File: src/rtl/mp1000_pkg.sv
// Shared definitions for the MP1000 ROM download path.
package mp1000_pkg;

   // Loader sequencing: wait for a download, accept bytes, flush, publish results.
   typedef enum logic [1:0] {
      ST_IDLE   = 2'd0,
      ST_LOAD   = 2'd1,
      ST_DRAIN  = 2'd2,
      ST_FINISH = 2'd3
   } state_t;

   // Default ioctl_index values used by the MiSTer menu for this core.
   localparam logic [7:0]  BIOS_INDEX = 8'd0;
   localparam logic [7:0]  CART_INDEX = 8'd1;

   // Smallest cartridge mirror mask: images up to 2 KB mirror across 2 KB.
   localparam logic [10:0] MIN_MASK   = 11'h7FF;

endpackage

File: src/rtl/mp1000_loader_fifo.sv
// Two-entry first-word-fall-through FIFO between the ioctl stream and the ROM port.
module mp1000_loader_fifo #(
   parameter int WIDTH = 22
) (
   input  logic             clk_sys,
   input  logic             reset_n,
   input  logic             i_push,
   input  logic [WIDTH-1:0] i_push_data,
   input  logic             i_pop,
   output logic [WIDTH-1:0] o_pop_data,
   output logic [1:0]       o_count,
   output logic             o_full,
   output logic             o_empty
);

   logic [WIDTH-1:0] r_mem [2];
   logic             r_wr_ptr;
   logic             r_rd_ptr;
   logic [1:0]       r_count;
   logic             w_push;
   logic             w_pop;

   // A push into a full FIFO or a pop from an empty one is ignored.
   assign w_push = i_push && !o_full;
   assign w_pop  = i_pop  && !o_empty;

   // Pointer and occupancy bookkeeping; a simultaneous push and pop leaves the count unchanged.
   // NOTE: sequential state uses non-blocking assignments so every flop samples pre-edge values.
   always_ff @(posedge clk_sys or negedge reset_n) begin
      if (!reset_n) begin
         r_wr_ptr <= 1'b0;
         r_rd_ptr <= 1'b0;
         r_count  <= 2'd0;
      end else begin
         if (w_push) r_wr_ptr <= ~r_wr_ptr;
         if (w_pop)  r_rd_ptr <= ~r_rd_ptr;
         case ({w_push, w_pop})
            2'b10:   r_count <= r_count + 2'd1;
            2'b01:   r_count <= r_count - 2'd1;
            default: r_count <= r_count;
         endcase
      end
   end

   // Entry storage.
   // NOTE: storage is deliberately not reset; the reset count marks every entry invalid.
   always_ff @(posedge clk_sys) begin
      if (w_push) r_mem[r_wr_ptr] <= i_push_data;
   end

   assign o_pop_data = r_mem[r_rd_ptr];
   assign o_count    = r_count;
   assign o_full     = (r_count == 2'd2);
   assign o_empty    = (r_count == 2'd0);

endmodule

File: src/rtl/mp1000_cart_loader.sv
// Consumes the hps_io ioctl download stream and writes BIOS / cartridge ROM.
module mp1000_cart_loader #(
   parameter int         CART_AW    = 14,
   parameter int         BIOS_AW    = 11,
   parameter logic [7:0] BIOS_INDEX = mp1000_pkg::BIOS_INDEX,
   parameter logic [7:0] CART_INDEX = mp1000_pkg::CART_INDEX
) (
   input  logic               clk_sys,
   input  logic               reset_n,
   input  logic               ioctl_download,
   input  logic [7:0]         ioctl_index,
   input  logic               ioctl_wr,
   input  logic [24:0]        ioctl_addr,
   input  logic [7:0]         ioctl_dout,
   output logic               ioctl_wait,
   output logic               mem_we,
   output logic               mem_sel,
   output logic [CART_AW-1:0] mem_addr,
   output logic [7:0]         mem_data,
   input  logic               mem_ack,
   output logic               core_hold,
   output logic               cart_loaded,
   output logic [CART_AW:0]   cart_size,
   output logic [CART_AW-1:0] cart_mask,
   output logic               overflow
);

   import mp1000_pkg::*;

   localparam int          FW         = CART_AW + 8;
   localparam int          SW         = CART_AW + 1;
   localparam int          LW         = $clog2(CART_AW + 1);
   localparam logic [24:0] CART_BYTES = 25'(1) << CART_AW;
   localparam logic [24:0] BIOS_BYTES = 25'(1) << BIOS_AW;

   state_t             r_state, w_state_nxt;
   logic               r_dl_q;
   logic               r_mem_we, r_mem_sel, r_cart_loaded, r_overflow;
   logic [CART_AW-1:0] r_mem_addr, r_cart_mask;
   logic [7:0]         r_mem_data;
   logic [SW-1:0]      r_cart_size;

   logic               w_dl_rise, w_dl_fall, w_index_ok, w_start;
   logic               w_in_range, w_wr_load, w_push, w_drop, w_pop;
   logic               w_core_hold;
   logic [CART_AW-1:0] w_wr_addr;
   logic [SW-1:0]      w_addr_p1;
   logic [FW-1:0]      w_fifo_head;
   logic [1:0]         w_fifo_count;
   logic               w_fifo_full, w_fifo_empty;
   logic [CART_AW-1:0] w_size_m1, w_mask_raw, w_mask;
   logic [LW-1:0]      w_lead;

   // Download window edges and acceptance of a new download.
   assign w_dl_rise  = ioctl_download && !r_dl_q;
   assign w_dl_fall  = !ioctl_download && r_dl_q;
   assign w_index_ok = (ioctl_index == BIOS_INDEX) || (ioctl_index == CART_INDEX);
   assign w_start    = (r_state == ST_IDLE) && w_dl_rise && w_index_ok;

   // Incoming byte qualification against the size of the selected ROM.
   assign w_in_range = r_mem_sel ? (ioctl_addr < CART_BYTES) : (ioctl_addr < BIOS_BYTES);
   assign w_wr_addr  = r_mem_sel ? ioctl_addr[CART_AW-1:0]
                                 : CART_AW'(ioctl_addr[BIOS_AW-1:0]);
   assign w_wr_load  = (r_state == ST_LOAD) && ioctl_wr;
   assign w_push     = w_wr_load && w_in_range && !w_fifo_full;
   assign w_drop     = w_wr_load && !(w_in_range && !w_fifo_full);
   assign w_addr_p1  = ioctl_addr[CART_AW:0] + SW'(1);

   // The ROM port takes a new byte only when no write is outstanding.
   assign w_pop      = !r_mem_we && !w_fifo_empty;

   mp1000_loader_fifo #(.WIDTH(FW)) u_fifo (
      .clk_sys     (clk_sys),
      .reset_n     (reset_n),
      .i_push      (w_push),
      .i_push_data ({w_wr_addr, ioctl_dout}),
      .i_pop       (w_pop),
      .o_pop_data  (w_fifo_head),
      .o_count     (w_fifo_count),
      .o_full      (w_fifo_full),
      .o_empty     (w_fifo_empty)
   );

   // State register and download-window edge detector.
   always_ff @(posedge clk_sys or negedge reset_n) begin
      if (!reset_n) begin
         r_state <= ST_IDLE;
         r_dl_q  <= 1'b0;
      end else begin
         r_state <= w_state_nxt;
         r_dl_q  <= ioctl_download;
      end
   end

   // Next-state and core-hold decode.
   // NOTE: defaults come first so no path through the block can infer a latch.
   always_comb begin
      w_state_nxt = r_state;
      w_core_hold = (r_state != ST_IDLE);
      case (r_state)
         ST_IDLE:   if (w_start)                        w_state_nxt = ST_LOAD;
         ST_LOAD:   if (w_dl_fall)                      w_state_nxt = ST_DRAIN;
         ST_DRAIN:  if (w_fifo_empty && !r_mem_we)      w_state_nxt = ST_FINISH;
         ST_FINISH:                                     w_state_nxt = ST_IDLE;
         default:                                       w_state_nxt = ST_IDLE;
      endcase
   end

   // Leading-one encoder on size-1: the mirror mask is all ones up to and including that bit.
   always_comb begin
      w_size_m1 = r_cart_size[CART_AW-1:0] - CART_AW'(1);
      w_lead    = '0;
      for (int i = 0; i < CART_AW; i++) begin
         if (w_size_m1[i]) w_lead = LW'(i + 1);
      end
      for (int i = 0; i < CART_AW; i++) begin
         w_mask_raw[i] = (i < int'(w_lead));
      end
      w_mask = w_mask_raw;
      if (r_cart_size == '0 || w_mask_raw < CART_AW'(MIN_MASK)) w_mask = CART_AW'(MIN_MASK);
   end

   // ROM write port: hold address and data with mem_we until acknowledged.
   always_ff @(posedge clk_sys or negedge reset_n) begin
      if (!reset_n) begin
         r_mem_we   <= 1'b0;
         r_mem_addr <= '0;
         r_mem_data <= 8'd0;
      end else if (w_pop) begin
         r_mem_we   <= 1'b1;
         r_mem_addr <= w_fifo_head[FW-1:8];
         r_mem_data <= w_fifo_head[7:0];
      end else if (r_mem_we && mem_ack) begin
         r_mem_we   <= 1'b0;
      end
   end

   // Target select, overflow flag and cartridge size / mask / loaded bookkeeping.
   always_ff @(posedge clk_sys or negedge reset_n) begin
      if (!reset_n) begin
         r_mem_sel     <= 1'b0;
         r_overflow    <= 1'b0;
         r_cart_size   <= '0;
         r_cart_loaded <= 1'b0;
         r_cart_mask   <= CART_AW'(MIN_MASK);
      end else begin
         if (w_start) begin
            r_mem_sel  <= (ioctl_index == CART_INDEX);
            r_overflow <= 1'b0;
            if (ioctl_index == CART_INDEX) begin
               r_cart_size   <= '0;
               r_cart_loaded <= 1'b0;
            end
         end
         if (w_drop) r_overflow <= 1'b1;
         if (w_push && r_mem_sel && (w_addr_p1 > r_cart_size)) r_cart_size <= w_addr_p1;
         if (r_state == ST_FINISH && r_mem_sel) begin
            r_cart_mask   <= w_mask;
            r_cart_loaded <= (r_cart_size != '0);
         end
      end
   end

   assign ioctl_wait  = (w_fifo_count != 2'd0);
   assign mem_we      = r_mem_we;
   assign mem_sel     = r_mem_sel;
   assign mem_addr    = r_mem_addr;
   assign mem_data    = r_mem_data;
   assign core_hold   = w_core_hold;
   assign cart_loaded = r_cart_loaded;
   assign cart_size   = r_cart_size;
   assign cart_mask   = r_cart_mask;
   assign overflow    = r_overflow;

endmodule

File: config.mk
export PLATFORM = sky130hd
export DESIGN_NAME = mp1000_cart_loader
export DESIGN_NICKNAME = d
export VERILOG_FILES = /design/src/rtl/mp1000_pkg.sv /design/src/rtl/mp1000_loader_fifo.sv /design/src/rtl/mp1000_cart_loader.sv
export SDC_FILE = /design/constraint.sdc
export NUM_CORES = 1
export LEC_CHECK = 0
export CAP_MARGIN = 20
export CORE_ASPECT_RATIO = 1.5
export CORE_UTILIZATION = 45
export DETAILED_ROUTE_END_ITERATION = 8
export PLACE_DENSITY_LB_ADDON = 0.25
export REMOVE_ABC_BUFFERS = 1
export SKIP_CTS_REPAIR_TIMING = 1
export SLEW_MARGIN = 20
export SYNTH_ARGS = -nofsm -noshare
export SYNTH_HDL_FRONTEND = slang
export SYNTH_SLANG_ARGS = --single-unit
File: constraint.sdc
create_clock -name clk_sys -period 2.43 [get_ports clk_sys]
set_input_delay 0.486 -clock clk_sys [delete_from_list [all_inputs] [get_ports clk_sys]]
set_output_delay 0.486 -clock clk_sys [all_outputs]
set_load 0.005 [all_outputs]
==> summary.md <==
| Metric | Value |
|---|---|
| Worst-path clk slew | `70 ps` |
| Tcrit/Tclk final | `1.23` |
| Drt total wl | `11000 microns` |
| Initial antenna violation count | `1` |
| DRT antenna net count | `0` |
| Cells after Synth | `400` |
| CTS tree | `built` |
| GPL Wtd Cong | `0.846` |
| CTS Root Buffer Type | `clkbuf_16` |
| Critical Path Start Type | `primary input` |
| Mapped Avg Cell Area | `around 12 sq um` |
| Htree depth | `3` |
| First-pass GRT wire length | `17200 microns` |
| Worst-margin pin slew | `706 ps` |
| Initial Utilization | `0.463` |
| Largest net degree at the start of global routing | `46` |
| Status | `finished with violations` |
| Core box area | `10600 sq um` |
| Die Area | `11300 sq um` |
| Pwr per Cell Area | `782 nW/um^2` |
| RSZ-0062 raised after global routing | `true` |
| Vias post-DR | `3575` |
| Final setup viols | `15` |
| Port bufs | `just over 100` |
| Layout cell share with drive strength beyond 1 | `0.220` |
| Vias in the first global route | `3621` |
| CP Max Fanout | `4` |
| Post-synth EDFFs | `between 40 and 50` |
| Grt ovf | `0` |
| Seq/Total Area, Yosys | `0.588` |
| Ys flop type | `dfrtp_1` |
| Number of distinct library cells after synthesis | `47` |
| Busiest grt layer | `met2` |
| DR iter-0 viols | `152` |
| Total Power | `approximately 5.4 mW` |
| Fmax | `0.334 GHz` |
| Max Root-Sink Buffers | `2` |
| Max_slew headroom | `0.529` |
| Die W | `between 80 and 90 microns` |
| Hold Fails Final Rpt | `0` |
| Mapped Area | `4910 sq um` |
| Avg WL per Cell | `15.7 microns` |
| Final worst setup slack | `-561 ps` |
| Grt met3 use | `0.0481` |
| WP data required | `between 2000 and 3000 ps` |
| Hold crit path type | `primary input to asynchronous set/reset pin` |
| Site row count | `46` |
| Arr. time, crit path | `3230 ps` |
| Detailed-route DRC error count | `0` |
| Nets@finish | `622` |
| WS Path Type | `primary input to flip-flop` |
| Area grow syn2layout | `41.7%` |
| IO Count | `103` |
| Num CTS Buffers | `9` |
| CP Capture Type | `flip-flop` |
| Number of synthesized register bits | `106` |
| Worst vdd ir | `around 0.00057 V` |
| Yosys warnings | `0` |
| Skew-Pair Late Insertion Delay | `350 ps` |
| Fin crit period | `between 2000 and 3000 ps` |
| TritonRoute pass-1 iters | `4` |
| Vias per cell | `5.08` |
| Grt met1 use | `0.228` |
| Maximum Capacitance Violations | `0` |
| Setup TNS | `-7710 ps` |
| Final slew viol count | `0` |
| Clock net sink count | `106` |
| Clock skew | `~4.4 ps` |
| Async set-reset flop share out of synthesis | `0.585` |
| Chip Height | `about 130 microns` |
| Post-DP HPWL | `7980 microns` |
| GR Util met2 | `0.361` |
| P_leak | `around 3 nW` |
| Failing checks | `negative setup slack` |
| Gr usage total | `0.203` |
==> per-layer routing <==
| metal | vias to the layer above | routed length (microns) |
|---|---|---|
| met2 | 87 | 5960 |
| met3 | 18 | 398 |
| met4 | 0 | 315 |
| met1 | 1757 | 4380 |
| li1 | 1713 | - |
| met5 | - | 0 |
==> cells in the final DEF, fill, tap and decap left out, types with 3 or more instances in the layout <==
cell and instances:
mux2i_1 24, xnor2_2 3, clkdlybuf4s50_1 89, dlymetal6s2s_1 6, nor3_1 5, mux2_4 13, nand4_1 4, a21oi_1 4
nand3_1 10, ha_1 21, and2_0 11, buf_6 8, dfrtp_1 51, and2_1 5, nand2_1 41, clkbuf_16 10
xor2_1 4, dfstp_2 11, nor2_1 12, buf_12 4, inv_1 25, buf_4 45, nor4_1 5, nor2_2 3
edfxtp_1 44, xnor2_1 13, o21ai_0 28, nand2b_1 13
==> area by class of cell <==
cell class	instances	area, sq um
Inverter	26	97.6
Clock inverter	5	45.0
Clock buffer	11	243
Fill cell	853	3640
Multi-Input combinational cell	256	1990
Tap cell	144	180
Antenna cell	1	2.50
Timing Repair Buffer	155	1510
Sequential cell	106	2890
==> sequential cells by signal (all words and copies together), names as in the netlist <==
name             flops
u_fifo.r_rd_ptr      1
mem_we               1
r_dl_q               1
cart_mask           14
mem_addr            14
r_state              2
cart_loaded          1
u_fifo.r_wr_ptr      1
u_fifo.o_count       2
mem_data             8
u_fifo.r_mem        44
overflow             1
cart_size           15
mem_sel              1
==> worst max-delay path, cell delays in order <==
cell,delay (ps)
buf_6,70
nand4_1,160
or4_4,600
xnor2_2,170
ha_1,340
and4_4,240
nand3_4,70
or4_4,430
o2111ai_4,150
clkbuf_16,220
mux2_4,290
==> logic make-up after synthesis <==
family | synth area share
DFF | 0.588
xor gates and xnor gates | 0.0357
buffers and inverters | 0.0326
muxes | 0.0872
and+or+nand+nor | 0.140
AOI/OAI and AO/OA | 0.0597
adders and majority gates | 0.0561
==> final timing paths <==
check	start	endpoint	slack [ps]	depth (start not counted)
min in group clk_sys	ioctl_addr[4]	u_fifo.r_mem[1][12]	430	2
setup reg to reg	cart_size[1]	cart_size[8]	130	8
max in group asynchronous	reset_n	r_state[0]	1570	2
hold reg to reg	mem_data[6]	mem_data[6]	480	2
setup / recovery	ioctl_addr[5]	cart_size[8]	-560	11
hold / removal	reset_n	mem_data[7]	180	1
==> Yosys cell counts (5+ instances only) <==
cell	n	area share
and2_0	11	0.014
and2_1	5	0.0064
clkbuf_1	10	0.0077
dfrtp_1	51	0.26
dfstp_2	11	0.059
edfxtp_1	44	0.27
ha_1	22	0.056
inv_1	26	0.020
mux2_2	6	0.014
mux2_4	8	0.024
mux2i_1	24	0.049
nand2_1	41	0.031
nand2b_1	14	0.018
nand3_1	13	0.013
nor2_1	15	0.011
nor3_1	6	0.0061
nor4_1	5	0.0064
o21ai_0	28	0.029
xnor2_1	16	0.029
==> stage by stage <==
step | cell area, sq um | std cells | worst slack (ps) | util | hold slack, ps
after CTS | 6730 | 698 | -1120 | 0.636 | 187
after global routing | 6950 | 704 | -630 | 0.656 | 218
after global placement | 6440 | 682 | -1430 | 0.609 | 460
final | 6950 | 704 | -561 | 0.656 | 178
after detailed placement | 6440 | 682 | -1490 | 0.609 | 470
after floorplan | 4840 | 388 | -826 | - | 190
==> where the power goes <==
part | switching, mW | total (mW) | leakage [nW] | internal, mW
clock network | 0.667 | 1.41 | 0.139 | 0.740
registers | 0.191 | 2.40 | 1.16 | 2.21
logic | 0.687 | 1.63 | 1.70 | 0.945
Note: power is estimated with default switching activity, not from simulation.
